## config.mk

```make
export PLATFORM = sky130hd
export DESIGN_NAME = bus_arbiter_flat
export DESIGN_NICKNAME = d
export VERILOG_FILES = /design/src/rtl/bus_arbiter_pkg.sv /design/src/rtl/bus_arbiter_if.sv /design/src/rtl/bus_req_slot.sv /design/src/rtl/bus_arbiter.sv /design/src/flat_wrapper.sv
export SDC_FILE = /design/constraint.sdc
export NUM_CORES = 1
export LEC_CHECK = 0
export ABC_AREA = 1
export CAP_MARGIN = 20
export CORE_MARGIN = 5
export CORE_UTILIZATION = 50
export DETAILED_ROUTE_END_ITERATION = 12
export GPL_TIMING_DRIVEN = 0
export PLACE_DENSITY = 0.86
export SETUP_SLACK_MARGIN = 0.2
export SLEW_MARGIN = 20
export SYNTH_ARGS = -nofsm -noshare
export SYNTH_HDL_FRONTEND = slang
export SYNTH_SLANG_ARGS = --single-unit
```

## constraint.sdc

```tcl
create_clock -name clk -period 8.4 [get_ports clk]
set_input_delay 2.1 -clock clk [delete_from_list [all_inputs] [get_ports clk]]
set_output_delay 2.1 -clock clk [all_outputs]
set_load 0.01 [all_outputs]
```

## src/rtl/bus_arbiter_pkg.sv

```systemverilog
// bus_arbiter_pkg
// Shared definitions for the two-master peripheral bus arbiter:
//   XLEN / BUS_WIDTH / BUS_ACC_CNT : default bus geometry
//   BUS_ARB_M0 / BUS_ARB_M1        : owner encodings for master 0 / master 1
//   arb_state_t                    : arbitration FSM states
//   pick_winner()                  : arbitration decision between two requesters
package bus_arbiter_pkg;

    localparam int XLEN        = 32;
    localparam int BUS_WIDTH   = 32;
    localparam int BUS_ACC_CNT = 4;

    localparam logic BUS_ARB_M0 = 1'b0;
    localparam logic BUS_ARB_M1 = 1'b1;

    typedef enum logic {
        ST_IDLE = 1'b0,
        ST_BUSY = 1'b1
    } arb_state_t;

    // With rr_en set, contention goes to the master that did not win the
    // previous contention; otherwise master 0 always wins.
    function automatic logic pick_winner(input logic avail0,
                                         input logic avail1,
                                         input logic last_grant,
                                         input logic rr_en);
        logic win;
        if (avail0 && avail1)
            win = rr_en ? ~last_grant : BUS_ARB_M0;
        else
            win = avail0 ? BUS_ARB_M0 : BUS_ARB_M1;
        return win;
    endfunction

endpackage

```

## src/rtl/bus_arbiter_if.sv

```systemverilog
// bus_arbiter_if
// One femto bus channel (request fields + response). Used for each master
// port and for the downstream port of the arbiter.
//   addr/w_rb/acc/wdata/req : request, driven by the requester side
//   rdata/resp/fault        : response, driven by the responder side
// Modports:
//   master : requester view (drives request, receives response)
//   slave  : responder view (receives request, drives response)
interface bus_arbiter_if
    import bus_arbiter_pkg::*;
#(
    parameter int ADDR_W = XLEN,
    parameter int DATA_W = BUS_WIDTH,
    parameter int ACC_W  = $clog2(BUS_ACC_CNT)
);
    logic [ADDR_W-1:0] addr;
    logic              w_rb;
    logic [ACC_W-1:0]  acc;
    logic [DATA_W-1:0] wdata;
    logic              req;
    logic [DATA_W-1:0] rdata;
    logic              resp;
    logic              fault;

    modport master (
        output addr, w_rb, acc, wdata, req,
        input  rdata, resp, fault
    );

    modport slave (
        input  addr, w_rb, acc, wdata, req,
        output rdata, resp, fault
    );
endinterface

```

## src/rtl/bus_req_slot.sv

```systemverilog
// bus_req_slot
// Per-master capture slot: buffers one pulsed request until it is granted
// and flags requests that arrive while the master already has one pending
// or outstanding.
// Ports:
//   clk, rst                   : clock, synchronous active-high reset
//   req, addr, w_rb, acc, wdata: incoming request pulse and fields
//   busy                       : this master's transaction is outstanding
//   grant                      : the arbiter takes the request this cycle
//   avail                      : a request is available (stored or bypass)
//   viol                       : protocol violation, request dropped
//   sel_*                      : fields of the available request
module bus_req_slot
    import bus_arbiter_pkg::*;
#(
    parameter int ADDR_W = XLEN,
    parameter int DATA_W = BUS_WIDTH,
    parameter int ACC_W  = $clog2(BUS_ACC_CNT)
)(
    input  logic              clk,
    input  logic              rst,
    input  logic              req,
    input  logic [ADDR_W-1:0] addr,
    input  logic              w_rb,
    input  logic [ACC_W-1:0]  acc,
    input  logic [DATA_W-1:0] wdata,
    input  logic              busy,
    input  logic              grant,
    output logic              avail,
    output logic              viol,
    output logic [ADDR_W-1:0] sel_addr,
    output logic              sel_w_rb,
    output logic [ACC_W-1:0]  sel_acc,
    output logic [DATA_W-1:0] sel_wdata
);
    logic              pend;
    logic [ADDR_W-1:0] addr_q;
    logic              w_rb_q;
    logic [ACC_W-1:0]  acc_q;
    logic [DATA_W-1:0] wdata_q;

    assign viol  = req & (pend | busy);
    assign avail = pend | (req & ~viol);

    // A fresh request is offered directly (bypass) so an idle bus issues it
    // on the next cycle without first going through the slot.
    assign sel_addr  = pend ? addr_q  : addr;
    assign sel_w_rb  = pend ? w_rb_q  : w_rb;
    assign sel_acc   = pend ? acc_q   : acc;
    assign sel_wdata = pend ? wdata_q : wdata;

    always_ff @(posedge clk) begin
        if (rst)
            pend <= 1'b0;
        else if (grant)
            pend <= 1'b0;   // a bypassed request granted the same cycle is consumed
        else if (req && !viol)
            pend <= 1'b1;
    end

    always_ff @(posedge clk) begin
        if (req && !viol && !grant) begin
            addr_q  <= addr;
            w_rb_q  <= w_rb;
            acc_q   <= acc;
            wdata_q <= wdata;
        end
    end
endmodule

```

## src/rtl/bus_arbiter.sv

```systemverilog
// bus_arbiter
// Shares the femto peripheral bus between master 0 (core) and master 1
// (e.g. DMA). One transaction is outstanding downstream at a time; the
// response and fault are routed back to the owning master.
// Ports:
//   clk, rst : clock, synchronous active-high reset
//   m0, m1   : master channels (slave modport: requests in, responses out)
//   s        : downstream channel (master modport: registered request out)
// Configuration:
//   BUS_ARB_RR_EN defined   : round-robin on contention (m0 first after reset)
//   BUS_ARB_RR_EN undefined : fixed priority, m0 always wins
module bus_arbiter
    import bus_arbiter_pkg::*;
#(
    parameter int ADDR_W = XLEN,
    parameter int DATA_W = BUS_WIDTH,
    parameter int ACC_W  = $clog2(BUS_ACC_CNT)
)(
    input  logic          clk,
    input  logic          rst,
    bus_arbiter_if.slave  m0,
    bus_arbiter_if.slave  m1,
    bus_arbiter_if.master s
);
    arb_state_t state, state_nxt;
    logic       owner, owner_nxt;

    logic              avail0, avail1, viol0, viol1;
    logic              busy0, busy1, grant0, grant1, grant_any;
    logic              winner, arb_en, done, flt_exit;
    logic [ADDR_W-1:0] sel0_addr, sel1_addr;
    logic              sel0_w_rb, sel1_w_rb;
    logic [ACC_W-1:0]  sel0_acc, sel1_acc;
    logic [DATA_W-1:0] sel0_wdata, sel1_wdata;

    logic [ADDR_W-1:0] s_addr_q;
    logic              s_w_rb_q;
    logic [ACC_W-1:0]  s_acc_q;
    logic [DATA_W-1:0] s_wdata_q;
    logic              s_req_q;

    bus_req_slot #(.ADDR_W(ADDR_W), .DATA_W(DATA_W), .ACC_W(ACC_W)) u_slot0 (
        .clk(clk), .rst(rst),
        .req(m0.req), .addr(m0.addr), .w_rb(m0.w_rb), .acc(m0.acc), .wdata(m0.wdata),
        .busy(busy0), .grant(grant0),
        .avail(avail0), .viol(viol0),
        .sel_addr(sel0_addr), .sel_w_rb(sel0_w_rb), .sel_acc(sel0_acc), .sel_wdata(sel0_wdata)
    );

    bus_req_slot #(.ADDR_W(ADDR_W), .DATA_W(DATA_W), .ACC_W(ACC_W)) u_slot1 (
        .clk(clk), .rst(rst),
        .req(m1.req), .addr(m1.addr), .w_rb(m1.w_rb), .acc(m1.acc), .wdata(m1.wdata),
        .busy(busy1), .grant(grant1),
        .avail(avail1), .viol(viol1),
        .sel_addr(sel1_addr), .sel_w_rb(sel1_w_rb), .sel_acc(sel1_acc), .sel_wdata(sel1_wdata)
    );

    assign busy0 = (state == ST_BUSY) && (owner == BUS_ARB_M0);
    assign busy1 = (state == ST_BUSY) && (owner == BUS_ARB_M1);

    // Completion, or a decode fault reported alongside the downstream request.
    assign done     = (state == ST_BUSY) && s.resp;
    assign flt_exit = (state == ST_BUSY) && s_req_q && s.fault;

    // Arbitrate when idle, and also on the completion cycle so a waiting
    // request goes out back-to-back.
    assign arb_en    = !rst && ((state == ST_IDLE) || done);
    assign grant_any = arb_en && (avail0 || avail1);
    assign grant0    = grant_any && (winner == BUS_ARB_M0);
    assign grant1    = grant_any && (winner == BUS_ARB_M1);

`ifdef BUS_ARB_RR_EN
    logic last_grant;

    always_ff @(posedge clk) begin
        if (rst)
            last_grant <= BUS_ARB_M1;
        else if (grant_any && avail0 && avail1)
            last_grant <= winner;   // only contention moves the pointer
    end

    assign winner = pick_winner(avail0, avail1, last_grant, 1'b1);
`else
    assign winner = pick_winner(avail0, avail1, 1'b0, 1'b0);
`endif

    always_comb begin
        state_nxt = state;
        owner_nxt = owner;
        if (grant_any)
            owner_nxt = winner;
        case (state)
            ST_IDLE: begin
                if (grant_any)
                    state_nxt = ST_BUSY;
            end
            ST_BUSY: begin
                if (done)
                    state_nxt = grant_any ? ST_BUSY : ST_IDLE;
                else if (flt_exit)
                    state_nxt = ST_IDLE;
            end
            default: state_nxt = ST_IDLE;
        endcase
    end

    always_ff @(posedge clk) begin
        if (rst) begin
            state     <= ST_IDLE;
            owner     <= BUS_ARB_M0;
            s_req_q   <= 1'b0;
            s_addr_q  <= '0;
            s_w_rb_q  <= 1'b0;
            s_acc_q   <= '0;
            s_wdata_q <= '0;
        end else begin
            state   <= state_nxt;
            owner   <= owner_nxt;
            s_req_q <= grant_any;
            if (grant_any) begin
                s_addr_q  <= (winner == BUS_ARB_M0) ? sel0_addr  : sel1_addr;
                s_w_rb_q  <= (winner == BUS_ARB_M0) ? sel0_w_rb  : sel1_w_rb;
                s_acc_q   <= (winner == BUS_ARB_M0) ? sel0_acc   : sel1_acc;
                s_wdata_q <= (winner == BUS_ARB_M0) ? sel0_wdata : sel1_wdata;
            end
        end
    end

    assign s.req   = s_req_q;
    assign s.addr  = s_addr_q;
    assign s.w_rb  = s_w_rb_q;
    assign s.acc   = s_acc_q;
    assign s.wdata = s_wdata_q;

    // Responses are combinational pass-through; anything seen during reset
    // is suppressed.
    assign m0.rdata = s.rdata;
    assign m1.rdata = s.rdata;
    assign m0.resp  = !rst && busy0 && s.resp;
    assign m1.resp  = !rst && busy1 && s.resp;
    assign m0.fault = !rst && (viol0 || (busy0 && flt_exit));
    assign m1.fault = !rst && (viol1 || (busy1 && flt_exit));
endmodule

```

## src/flat_wrapper.sv

```systemverilog
// flat-port wrapper written by rule: the top's interface ports become plain ports
module bus_arbiter_flat import bus_arbiter_pkg::*;
#(
    parameter int ADDR_W = XLEN,
    parameter int DATA_W = BUS_WIDTH,
    parameter int ACC_W  = $clog2(BUS_ACC_CNT)
)
  (clk, rst, m0_addr, m0_w_rb, m0_acc, m0_wdata, m0_req, m0_rdata, m0_resp, m0_fault, m1_addr, m1_w_rb, m1_acc, m1_wdata, m1_req, m1_rdata, m1_resp, m1_fault, s_addr, s_w_rb, s_acc, s_wdata, s_req, s_rdata, s_resp, s_fault);
  bus_arbiter_if #(.ADDR_W(ADDR_W), .DATA_W(DATA_W), .ACC_W(ACC_W)) m0_i ();
  bus_arbiter_if #(.ADDR_W(ADDR_W), .DATA_W(DATA_W), .ACC_W(ACC_W)) m1_i ();
  bus_arbiter_if #(.ADDR_W(ADDR_W), .DATA_W(DATA_W), .ACC_W(ACC_W)) s_i ();
  input  logic clk;
  input  logic rst;
  input wire logic [$bits(m0_i.addr)-1:0] m0_addr;
  input wire logic [$bits(m0_i.w_rb)-1:0] m0_w_rb;
  input wire logic [$bits(m0_i.acc)-1:0] m0_acc;
  input wire logic [$bits(m0_i.wdata)-1:0] m0_wdata;
  input wire logic [$bits(m0_i.req)-1:0] m0_req;
  output wire logic [$bits(m0_i.rdata)-1:0] m0_rdata;
  output wire logic [$bits(m0_i.resp)-1:0] m0_resp;
  output wire logic [$bits(m0_i.fault)-1:0] m0_fault;
  input wire logic [$bits(m1_i.addr)-1:0] m1_addr;
  input wire logic [$bits(m1_i.w_rb)-1:0] m1_w_rb;
  input wire logic [$bits(m1_i.acc)-1:0] m1_acc;
  input wire logic [$bits(m1_i.wdata)-1:0] m1_wdata;
  input wire logic [$bits(m1_i.req)-1:0] m1_req;
  output wire logic [$bits(m1_i.rdata)-1:0] m1_rdata;
  output wire logic [$bits(m1_i.resp)-1:0] m1_resp;
  output wire logic [$bits(m1_i.fault)-1:0] m1_fault;
  output wire logic [$bits(s_i.addr)-1:0] s_addr;
  output wire logic [$bits(s_i.w_rb)-1:0] s_w_rb;
  output wire logic [$bits(s_i.acc)-1:0] s_acc;
  output wire logic [$bits(s_i.wdata)-1:0] s_wdata;
  output wire logic [$bits(s_i.req)-1:0] s_req;
  input wire logic [$bits(s_i.rdata)-1:0] s_rdata;
  input wire logic [$bits(s_i.resp)-1:0] s_resp;
  input wire logic [$bits(s_i.fault)-1:0] s_fault;
  assign m0_i.addr = m0_addr;
  assign m0_i.w_rb = m0_w_rb;
  assign m0_i.acc = m0_acc;
  assign m0_i.wdata = m0_wdata;
  assign m0_i.req = m0_req;
  assign m0_rdata = m0_i.rdata;
  assign m0_resp = m0_i.resp;
  assign m0_fault = m0_i.fault;
  assign m1_i.addr = m1_addr;
  assign m1_i.w_rb = m1_w_rb;
  assign m1_i.acc = m1_acc;
  assign m1_i.wdata = m1_wdata;
  assign m1_i.req = m1_req;
  assign m1_rdata = m1_i.rdata;
  assign m1_resp = m1_i.resp;
  assign m1_fault = m1_i.fault;
  assign s_addr = s_i.addr;
  assign s_w_rb = s_i.w_rb;
  assign s_acc = s_i.acc;
  assign s_wdata = s_i.wdata;
  assign s_req = s_i.req;
  assign s_i.rdata = s_rdata;
  assign s_i.resp = s_resp;
  assign s_i.fault = s_fault;
  bus_arbiter #(.ADDR_W(ADDR_W), .DATA_W(DATA_W), .ACC_W(ACC_W)) u_core (.clk(clk), .rst(rst), .m0(m0_i), .m1(m1_i), .s(s_i));
endmodule
```

==> results of run 1 <==
[power by group through the flow]
| stage | clock, mW | sequential (mW) | combinational, mW |
|---|---|---|---|
| floorplan | 0 | 1.26 | 0.329 |
| global placement | 0 | 1.25 | 0.619 |
| detailed placement | 0 | 1.24 | 0.649 |
| CTS | 0.914 | 1.22 | 0.656 |
| global route | 0.958 | 1.23 | 0.722 |
| finish | 0.905 | 1.22 | 0.655 |
[state kept, by name (all words and copies together), names as in the netlist, 2 cells and up]
name                    flops
u_core.u_slot1.acc_q        2
u_core.u_slot0.wdata_q     32
u_core.s.addr              32
u_core.u_slot0.addr_q      32
u_core.u_slot1.wdata_q     32
u_core.u_slot0.acc_q        2
u_core.s.wdata             32
u_core.s.acc                2
u_core.u_slot1.addr_q      32
[through the flow]
stage	util, %	instance area, µm²
global placement	67.5	12700
finish	71.7	13500
CTS	71.7	13500
global route	71.7	13500
floorplan	-	9640
detailed placement	68.1	12800
[layout by cell type, fill, tap and decap left out, types with 23 or more instances in the layout]
cell type / n
a21oi_1: 70
buf_2: 33
buf_4: 70
clkbuf_1: 28
clkbuf_16: 23
clkdlybuf4s50_1: 275
dfxtp_1: 72
edfxtp_1: 134
inv_1: 73
nand2_1: 614
o21ai_0: 68
[routing by layer]
metal	part of all wire (%)	global-route usage, %	vias to the layer above
li1	-	-	4274
met5	0	0	-
met3	9.3	5.96	56
met1	39	30.3	3911
met2	49	43.8	406
met4	3.3	7.55	0
[worst max-delay path by stage]
stage	start	endpoint	slack, ps	depth (start not counted)
after detailed placement	rst	m0_fault	2050	5
after CTS	rst	m1_fault	2030	5
after global placement	m0_req	u_core.u_slot0.addr_q[28]	-130	5
after global routing	rst	m0_fault	1910	5
after floorplan	m0_req	u_core.u_slot0.acc_q[0]	2540	4
final	rst	m1_fault	2030	5
[area by class of cell]
| cell class | instances | area [µm²] | share of cell area, % |
|---|---|---|---|
| Multi-Input combinational cell | 768 | 3110 | 23.0 |
| Inverter | 76 | 288 | 2.13 |
| Timing Repair Buffer | 279 | 2860 | 21.2 |
| Buffer | 130 | 792 | 5.87 |
| Tap cell | 260 | 325 | 2.41 |
| Clock buffer | 29 | 608 | 4.50 |
| Antenna cell | 1 | 2.50 | 0.0185 |
| Sequential cell | 206 | 5470 | 40.5 |
| Clock inverter | 11 | 57.6 | 0.426 |
[synth_stat cells (all sizes together)]
| master | n | area [µm²] |
|---|---|---|
| clkbuf | 23 | 86.3 |
| nand3 | 3 | 15.0 |
| inv | 76 | 285 |
| o21ai | 68 | 340 |
| nand2 | 617 | 2320 |
| nor3 | 2 | 10.0 |
| nor2 | 3 | 11.3 |
| buf | 107 | 706 |
| o31ai | 1 | 7.51 |
| and3 | 1 | 6.26 |
| edfxtp | 134 | 4020 |
| dfxtp | 72 | 1440 |
| a21oi | 73 | 384 |
[critical path, stage by stage]
cell and delay [ps]:
clkdlybuf4s50_1 520, clkbuf_1 580, clkbuf_1 430, a21oi_1 120, clkdlybuf4s50_1 520
[cell families (layout without fill, tap and decap cells)]
group	after synthesis	in the layout	synth area share [%]
AO/OA/AOI/OAI	142	142	7.59
AND/OR/NAND/NOR	626	626	24.5
other	0	1	0
flip-flops	206	206	56.7
buffers and inverters	206	525	11.2
==> out/results.env, run 1 <==
RUN_STATUS='completed'
VIAS_IN_THE_FIRST_GLOBAL_ROUTE=8527
TIGHTESTPINTRANSITION_PS=737
POST_SYNTH_NUM_CELL_TYPES=19
RSZ0062_AT_GRT='false'
FILLCELLCOUNT=1419
TRITONCTS='yes'
TIMING.CRITICAL_PATH.FANOUT_MAX=10
VIOLATION_COUNT_AFTER_THE_FIRST_DETAILED_ROUTE_ITERATION=511
COMBPWRFRAC_PCT=23.5
GP_ROUTABILITY_CONGESTION=0.854
CRITPATHLAUNCHTYPE='input port'
PLACE.DETAILED.INSTANCES=1719
YOSYS_WARNINGS=0
AREA_OF_THE_CORE_UM2=18800
CLOCK.FMAX_MHz=157
SYNTH.YOSYS.SEQ_AREA_SHARE_PCT=56.7
FINALNONFILLERCELLS=1760
CTS-BUFFERS-INSERTED=22
TIMING.CRITICAL_PATH.REQUIRED_PS=6300
FINALWORSTSETUPSLACK_PS=2030
HOLD_PATH_CLASS='reg -> reg'
WORST_R2R_PATH_DEPTH=8
CLOCK_LATENCY_PS=500
DETAILEDROUTE.FIRSTPASSITERATIONCOUNT=5
DRC_ERRORS=0
POST-CTS-SETUP-BUFFER-COUNT=0
DIE-WIDTH_UM=149
NUMPORTBUFFERS=275
FIN_NETS=1655
MAX_CAP_VIOLS=0
CTS_MAX_PATH_BUFFERS=3
START_UTIL_PCT=51.2
GRT_USE_TOTAL_PCT=24.8
ROUTEDWLPERCELL_UM=16.4
CLK_SKEW_PS=10.0
SYNTH_SEQ_CELLS=206
SWSHARE_PCT=28.7
ARRIVAL_PS=4270
POST_CTS_HOLD_BUFFER_COUNT=0
SETUP.WORST_PATH.CLASS='in -> out'
HTREE_NUM_LEVELS=1
HPWL_UM=20500
MIN_PERIOD_OVER_PERIOD_PCT=75.9
SETUP_VIOL=0
WORST_R2R_STARTPOINT='u_core.u_slot1.pend'
POST_CTS_RESIZE_COUNT=0
CTS.SINK_COUNT=206
TOTAL_LEAKAGE_POWER_nW=5.79
FP.DIEH_UM=149
CP-END-KIND='primary output'
PWR_DENSITY_CELL_nW_PER_UM2=206
ANT_NETS=0
CRITICAL_PATH.REG2REG.ENDPOINT='u_core.u_slot1.wdata_q[9]'
POSTSYNTHCELLCOUNT=1180
FINAL_HOLD_VIOL_COUNT=0
TIMING.FINAL.MAX_SLEW_VIOLATIONS=0
HOLD-WORST-SLACK_PS=464
VIA_PER_INST=4.91
WORST_IR_DROP_ON_VDD_mV=0.170
GLOBAL_ROUTE_TOTAL_OVERFLOW=0
RATIO_OF_CELLS_WITH_DRIVE_ABOVE_1_IN_THE_FINAL_LAYOUT_PCT=9.94
WORSTHOLDSTART='u_core.s.addr[25]'
SYNTH.AVG_CELL_AREA_UM2=8.17
AREA_DELTA_SYNTH_FINAL_PCT=40.0
IO-PIN-COUNT=308
CLK_PIN_SLEW_PS=60
GRT_PASS1_WL_UM=44200
FINALCRITICALPERIOD_PS=6370
P_SEQ_SHARE_PCT=43.9
POWER.SWITCHING_uW=798
PRE_CTS_WS_PS=2050
NUMBER_OF_VIAS_AFTER_DETAILED_ROUTING=8647
POST_SYNTH_INSTANCE_AREA_UM2=9640
INTERNAL_POWER_mW=1.99
GRT_ANTENNA_BEFORE_REPAIR=1
POWER.SHARE.CLOCK_PCT=32.5
SYN-NUM-NETS=1352
GRT_START_MAX_NET_PINS=47
DIE-AREA_UM2=22200
CLOCK-ROOT-BUFFER='clkbuf_16'
ROWS=50
WHS_PATH_DEPTH=2
WORST_SLEW_MARGIN_REL_PCT=50.9
TOTALPOWERFINAL_mW=2.78
R2R_SLACK_PS=5850
WIRELENGTH_UM=28900
WORST_HOLD_PATH.ENDPOINT='u_core.s.addr[25]'
FIN_SETUP_TNS_PS=0
(Power assumes the default switching activity.)
==> run 2, diff against run 1 <==
CORE_UTILIZATION = 47   (was 50)
PLACE_DENSITY = 0.81   (was 0.86)
clock period = 6.2 ns   (was 8.4 ns; I/O delays follow)
==> out/results.env, run 2 (synthesis gave the netlist of run 1 again) <==
RUN_STATUS='completed'  # unchanged
SETUP_VIOL=0  # unchanged
LAYOUT.CELLS.MOST_COMMON='nand2_1'  # unchanged
PWR_DENSITY_CELL_nW_PER_UM2=282  # was 206 nW/µm²
FINALNONFILLERCELLS=1773  # was 1760
FINALCRITICALPERIOD_PS=5310
GP_ROUTABILITY_CONGESTION=0.832  # was 0.854
CTS.SINK_COUNT=206  # unchanged
CTS-BUFFERS-INSERTED=23  # was 22
GRT_PASS1_WL_UM=44600  # was 44200 µm
GRT_USE_TOTAL_PCT=23.4  # was 24.8%
TOTAL_LEAKAGE_POWER_nW=5.81  # was 5.79 nW
TIMING.CRITICAL_PATH.FANOUT_MAX=10  # unchanged
GLOBAL_ROUTE_TOTAL_OVERFLOW=0  # unchanged
HTREE_NUM_LEVELS=1  # unchanged
WIRELENGTH_UM=28800  # was 28900 µm
CELL_BY_CELL_LISTING_OF_THE_CRITICAL_PATH='clkdlybuf4s50_1, clkbuf_1, clkbuf_1, a21oi_1, clkdlybuf4s50_1'  # unchanged
PLACED_AREA_UM2=12800  # about the same
PLACE.DETAILED.INSTANCES=1729  # was 1719
CLOCK.FMAX_MHz=188
NUMBER_OF_VIAS_AFTER_DETAILED_ROUTING=8636  # was 8647
CP-END-KIND='primary output'  # unchanged
CRITPATHLAUNCHTYPE='input port'  # unchanged
HPWL_UM=20800  # was 20500 µm
POST-ROUTE-UTIL_PCT=67.0  # was 71.7%
GRT_ANTENNA_BEFORE_REPAIR=6  # was 1
SLOWEST_DELAY_PS=630  # was 580 ps
PRE_CTS_WS_PS=930  # was 2050 ps
START_UTIL_PCT=47.6  # was 51.2%
FP.DIEH_UM=153  # was 149 µm
POST-CTS-SETUP-BUFFER-COUNT=0  # unchanged
FINALWORSTSETUPSLACK_PS=885  # was 2030 ps
FINALINSTANCEAREA_UM2=13600  # was 13500 µm²
FINAL_HOLD_VIOL_COUNT=0  # unchanged
ANT_NETS=0  # unchanged
TOTALPOWERFINAL_mW=3.82  # was 2.78 mW
RSZ0062_AT_GRT='false'  # unchanged
POST_CTS_HOLD_BUFFER_COUNT=0  # unchanged
LAYOUT_COMMON_CELLS='614 x nand2_1, 275 x clkdlybuf4s50_1, 134 x edfxtp_1, 73 x inv_1, 72 x dfxtp_1'  # unchanged
RATIO_OF_CELLS_WITH_DRIVE_ABOVE_1_IN_THE_FINAL_LAYOUT_PCT=9.93  # was 9.94%
VIA_PER_INST=4.87  # was 4.91
ROUTEDWLPERCELL_UM=16.2  # was 16.4 µm
FIN_NETS=1656  # was 1655
GRT_START_MAX_NET_PINS=50  # was 47
WORST_SLEW_MARGIN_REL_PCT=45.3  # was 50.9%
ARRIVAL_PS=3760  # was 4270 ps
CLK_PIN_SLEW_PS=50  # was 60 ps
AREA_DELTA_SYNTH_FINAL_PCT=40.6  # was 40.0%
MIN_PERIOD_OVER_PERIOD_PCT=85.7
CLOCK-ROOT-BUFFER='clkbuf_16'  # unchanged
TIMING.CRITICAL_PATH.REQUIRED_PS=4650  # was 6300 ps
TRITONCTS='yes'  # unchanged
MAX_CAP_VIOLS=0  # unchanged
VIAS_IN_THE_FIRST_GLOBAL_ROUTE=8533  # was 8527
CLOCK_LATENCY_PS=490  # was 500 ps
POST_CTS_RESIZE_COUNT=0  # unchanged
CRITICAL-PATH-SLOWEST-CELL='clkbuf_1'  # unchanged
ROWS=52  # was 50
DRC_ERRORS=0  # unchanged
CLK_SKEW_PS=9.46  # was 10.0 ps
CTS_MAX_PATH_BUFFERS=3  # unchanged
DIE-WIDTH_UM=153  # was 149 µm
AREA_OF_THE_CORE_UM2=20200  # was 18800 µm²
SETUP.WORST_PATH.CLASS='in -> out'  # unchanged
DIE-AREA_UM2=23500  # was 22200 µm²
DETAILEDROUTE.FIRSTPASSITERATIONCOUNT=5  # unchanged
VIOLATION_COUNT_AFTER_THE_FIRST_DETAILED_ROUTE_ITERATION=593  # was 511
TIMING.FINAL.MAX_SLEW_VIOLATIONS=0  # unchanged
IO-PIN-COUNT=308  # unchanged
NUMPORTBUFFERS=275  # unchanged
TIGHTESTPINTRANSITION_PS=820  # was 737 ps
WORST_IR_DROP_ON_VDD_mV=0.221  # was 0.170 mV
HOLD_PATH_CLASS='reg -> reg'  # unchanged
run 2: metal layers:
metal | track usage (%) | vias to the layer above | part of all wire, %
met3 | 6.08 | 57 | 9.2
met4 | 6.79 | 6 | 2.6
met2 | 40.4 | 371 | 48
met5 | 0 | - | 0.17
li1 | - | 4277 | -
met1 | 28.9 | 3925 | 40
run 2: report_power, final:
part | internal, mW | total (mW) | switching, mW
sequential | 1.61 | 1.66 | 0.0479
clock | 0.759 | 1.28 | 0.525
combinational | 0.388 | 0.877 | 0.489
run 2: worst paths after layout:
kind	startpoint	to	slack (ps)	depth (start not counted)
setup reg to reg	u_core.u_slot1.pend	u_core.u_slot1.wdata_q[6]	3560	8
hold / removal	u_core.s.wdata[12]	u_core.s.wdata[12]	460	2
hold reg to reg	u_core.s.wdata[12]	u_core.s.wdata[12]	460	2
setup / recovery	rst	m1_fault	890	5
run 2: layout make-up:
class                      count  area (µm²)
inverter                      76         288
fill                        1662        6680
timing repair buffer         279        2850
antenna                        3        7.51
clock inverter                 4        21.3
clock buffer                  37         689
buffer                       130         792
tap                          270         338
sequential                   206        5470
multi-input combinational    768        3110
run 2: worst max-delay path: cells and delay by family:
family | cells | cell delay, ps
buffers and inverters | 4 | 2090
AO/OA/AOI/OAI | 1 | 120
run 2: metrics by stage:
stage               hold WS, ps  setup TNS (ps)
global placement            452         -121770
finish                      463               0
floorplan                   482               0
global route                475               0
detailed placement          456               0
CTS                         464               0
==> run 3, diff against run 2 <==
CAP_MARGIN = 10   (was 20)
CORE_MARGIN = 4   (was 5)
CTS_BUF_LIST = sky130_fd_sc_hd__clkbuf_16   (was unset)
==> out/results.env, run 3 (synthesis gave the netlist of run 1 again) <==
POWER.SWITCHING_mW=1.09  # was 1.06 mW
NUMBER_OF_VIAS_AFTER_DETAILED_ROUTING=8692  # was 8636
GRT_ANTENNA_BEFORE_REPAIR=2  # was 6
LAYOUT.CELLS.MOST_COMMON='nand2_1'  # unchanged
POST-CTS-SETUP-BUFFER-COUNT=0  # unchanged
ANTENNADIODECOUNT=0  # was 3
FINALNONFILLERCELLS=1770  # was 1773
DIE-AREA_UM2=22900  # was 23500 µm²
GRT_START_MAX_NET_PINS=50  # unchanged
FINALINSTANCEAREA_UM2=13500  # was 13600 µm²
VIA_PER_INST=4.91  # was 4.87
FILLCELLCOUNT=1655  # was 1662
GRT_USE_TOTAL_PCT=24.1  # was 23.4%
TRITONCTS='yes'  # unchanged
FINAL_HOLD_VIOL_COUNT=0  # unchanged
SLOWEST_DELAY_PS=620  # was 630 ps
HPWL_UM=20700  # was 20800 µm
FIN_SETUP_TNS_PS=0  # unchanged
P_SEQ_SHARE_PCT=44.1  # was 43.4%
CLOCK-ROOT-BUFFER='clkbuf_16'  # unchanged
INTERNAL_POWER_mW=2.67  # was 2.76 mW
CELL_BY_CELL_LISTING_OF_THE_CRITICAL_PATH='clkdlybuf4s50_1, clkbuf_1, clkbuf_1, a21oi_1, clkdlybuf4s50_1'  # unchanged
FP.DIEH_UM=151  # was 153 µm
HOLD-WORST-SLACK_PS=462  # was 463 ps
CLOCK.FMAX_MHz=189  # was 188 MHz
VIAS_IN_THE_FIRST_GLOBAL_ROUTE=8481  # was 8533
CLOCK_LATENCY_PS=500  # was 490 ps
TIMING.FINAL.MAX_SLEW_VIOLATIONS=0  # unchanged
ROWS=52  # unchanged
GRT.BUSIEST_LAYER='met2'  # unchanged
GLOBALROUTEMET2UTIL_PCT=42.7  # was 40.4%
GLOBAL_ROUTE_TOTAL_OVERFLOW=0  # unchanged
NUMPORTBUFFERS=275  # unchanged
MIN_PERIOD_OVER_PERIOD_PCT=85.4  # was 85.7%
TOTAL_LEAKAGE_POWER_nW=5.81  # about the same
DETAILEDROUTE.FIRSTPASSITERATIONCOUNT=5  # unchanged
POST_CTS_RESIZE_COUNT=0  # unchanged
COMBPWRFRAC_PCT=23.6  # was 23.0%
PLACE.DETAILED.INSTANCES=1729  # unchanged
TOTALPOWERFINAL_mW=3.76  # was 3.82 mW
MAX_CAP_VIOLS=0  # unchanged
AREA_USED_BY_SEQUENTIAL_LOGIC_IN_THE_LAYOUT_UM2=5470  # unchanged
DRC_ERRORS=0  # unchanged
GLOBALROUTEMET3UTIL_PCT=4.91  # was 6.08%
HOLD_PATH_CLASS='reg -> reg'  # unchanged
CTS-BUFFERS-INSERTED=23  # unchanged
WORST-PATH-BUF-INV=4  # unchanged
PWR_DENSITY_CELL_nW_PER_UM2=278  # was 282 nW/µm²
CTS_MAX_PATH_BUFFERS=3  # unchanged
LAYOUT_COMMON_CELLS='614 x nand2_1, 275 x clkdlybuf4s50_1, 134 x edfxtp_1, 78 x inv_1, 72 x dfxtp_1'  # was 614 x nand2_1, 275 x clkdlybuf4s50_1, 134 x edfxtp_1, 73 x inv_1, 72 x dfxtp_1
WORST_IR_DROP_ON_VDD_mV=0.217  # was 0.221 mV
MULTI_INPUT_AREA_UM2=3110  # unchanged
WIRELENGTH_UM=28900  # was 28800 µm
POST_CTS_HOLD_BUFFER_COUNT=0  # unchanged
CLK_PIN_SLEW_PS=60  # was 50 ps
SWSHARE_PCT=28.9  # was 27.8%
POWER.SHARE.CLOCK_PCT=32.4  # was 33.6%
START_UTIL_PCT=47.6  # unchanged
FINALWORSTSETUPSLACK_PS=904  # was 885 ps
VIOLATION_COUNT_AFTER_THE_FIRST_DETAILED_ROUTE_ITERATION=553  # was 593
CRITICAL-PATH-SLOWEST-CELL='clkbuf_1'  # unchanged
RATIO_OF_CELLS_WITH_DRIVE_ABOVE_1_IN_THE_FINAL_LAYOUT_PCT=9.73  # was 9.93%
FIN_NETS=1656  # unchanged
ANT_NETS=0  # unchanged
RUN_STATUS='completed'  # unchanged
GP_ROUTABILITY_CONGESTION=0.825  # was 0.832
HTREE_NUM_LEVELS=1  # unchanged
PLACED_AREA_UM2=12900  # was 12800 µm²
PRE_CTS_WS_PS=890  # was 930 ps
CRITPATHLAUNCHTYPE='input port'  # unchanged
ROUTEDWLPERCELL_UM=16.3  # was 16.2 µm
CP-END-KIND='primary output'  # unchanged
CTS.SINK_COUNT=206  # unchanged
GRT_UTIL_MET1_PCT=29.8  # was 28.9%
TIGHTESTPINTRANSITION_PS=804  # was 820 ps
SETUP_VIOL=0  # unchanged
RSZ0062_AT_GRT='false'  # unchanged
TIMING.CRITICAL_PATH.FANOUT_MAX=10  # unchanged
SETUP.WORST_PATH.CLASS='in -> out'  # unchanged
WORST_SLEW_MARGIN_REL_PCT=46.4  # was 45.3%
AREA_DELTA_SYNTH_FINAL_PCT=40.1  # was 40.6%
PATH_DELAY_FAMILY='buffers and inverters'  # unchanged
CLK_SKEW_PS=13.0  # was 9.46 ps
FINALCRITICALPERIOD_PS=5300  # was 5310 ps
GRT_PASS1_WL_UM=43600  # was 44600 µm
IO-PIN-COUNT=308  # unchanged
AREA_OF_THE_CORE_UM2=20200  # unchanged
DIE-WIDTH_UM=151  # was 153 µm
TIMING.CRITICAL_PATH.REQUIRED_PS=4650  # about the same
POST-ROUTE-UTIL_PCT=66.8  # was 67.0%
ARRIVAL_PS=3750  # was 3760 ps
[run 3: changes by cell type in the layout (fill, tap and decap cells not counted)]
| cell | change |
|---|---|
| buf_12 | -2 |
| inv_8 | +1 |
| diode_2 | -3 |
| inv_1 | +5 |
| clkbuf_1 | -9 |
| buf_16 | +2 |
| clkinv_1 | +7 |
| clkinv_2 | +1 |
| clkbuf_16 | -1 |
| clkbuf_8 | -4 |
| clkinvlp_4 | +1 |
| inv_4 | -1 |
[run 3: worst paths after layout]
path                            from                         to  slack (ps)  cells after the start
setup / recovery                 rst                   m1_fault         900                      5
hold / removal    u_core.s.wdata[10]         u_core.s.wdata[10]         460                      2
setup reg to reg        u_core.state  u_core.u_slot0.addr_q[26]        3650                      7
hold reg to reg   u_core.s.wdata[10]         u_core.s.wdata[10]         460                      2
[run 3: area by class of cell]
cell class	count	area share [%]
clock buffers	23	4.26
clock inverters	18	0.620
well taps	270	2.50
multi-input cells	768	23.0
plain buffers	130	5.86
flip-flops and latches	206	40.5
inverters	76	2.13
repair buffers	279	21.2
[run 3: power by group through the flow]
stage	Combinational [mW]	Clock (mW)	Sequential, mW
after floorplan	0.445	0	1.70
after global placement	0.839	0	1.69
after detailed placement	0.883	0	1.68
after CTS	0.890	1.24	1.66
after global routing	0.981	1.29	1.67
final	0.886	1.22	1.66
[run 3: worst min-delay path, stage by stage (launching register included)]
cell,delay (ps)
dfxtp_1,310
nand2_1,60
a21oi_1,50
[run 3: per-layer routing]
layer  wire length (µm)  share of wire (%)
met2              14400                 50
met5                 22              0.076
met3               2800                9.7
met1              11000                 38
met4                688                2.4
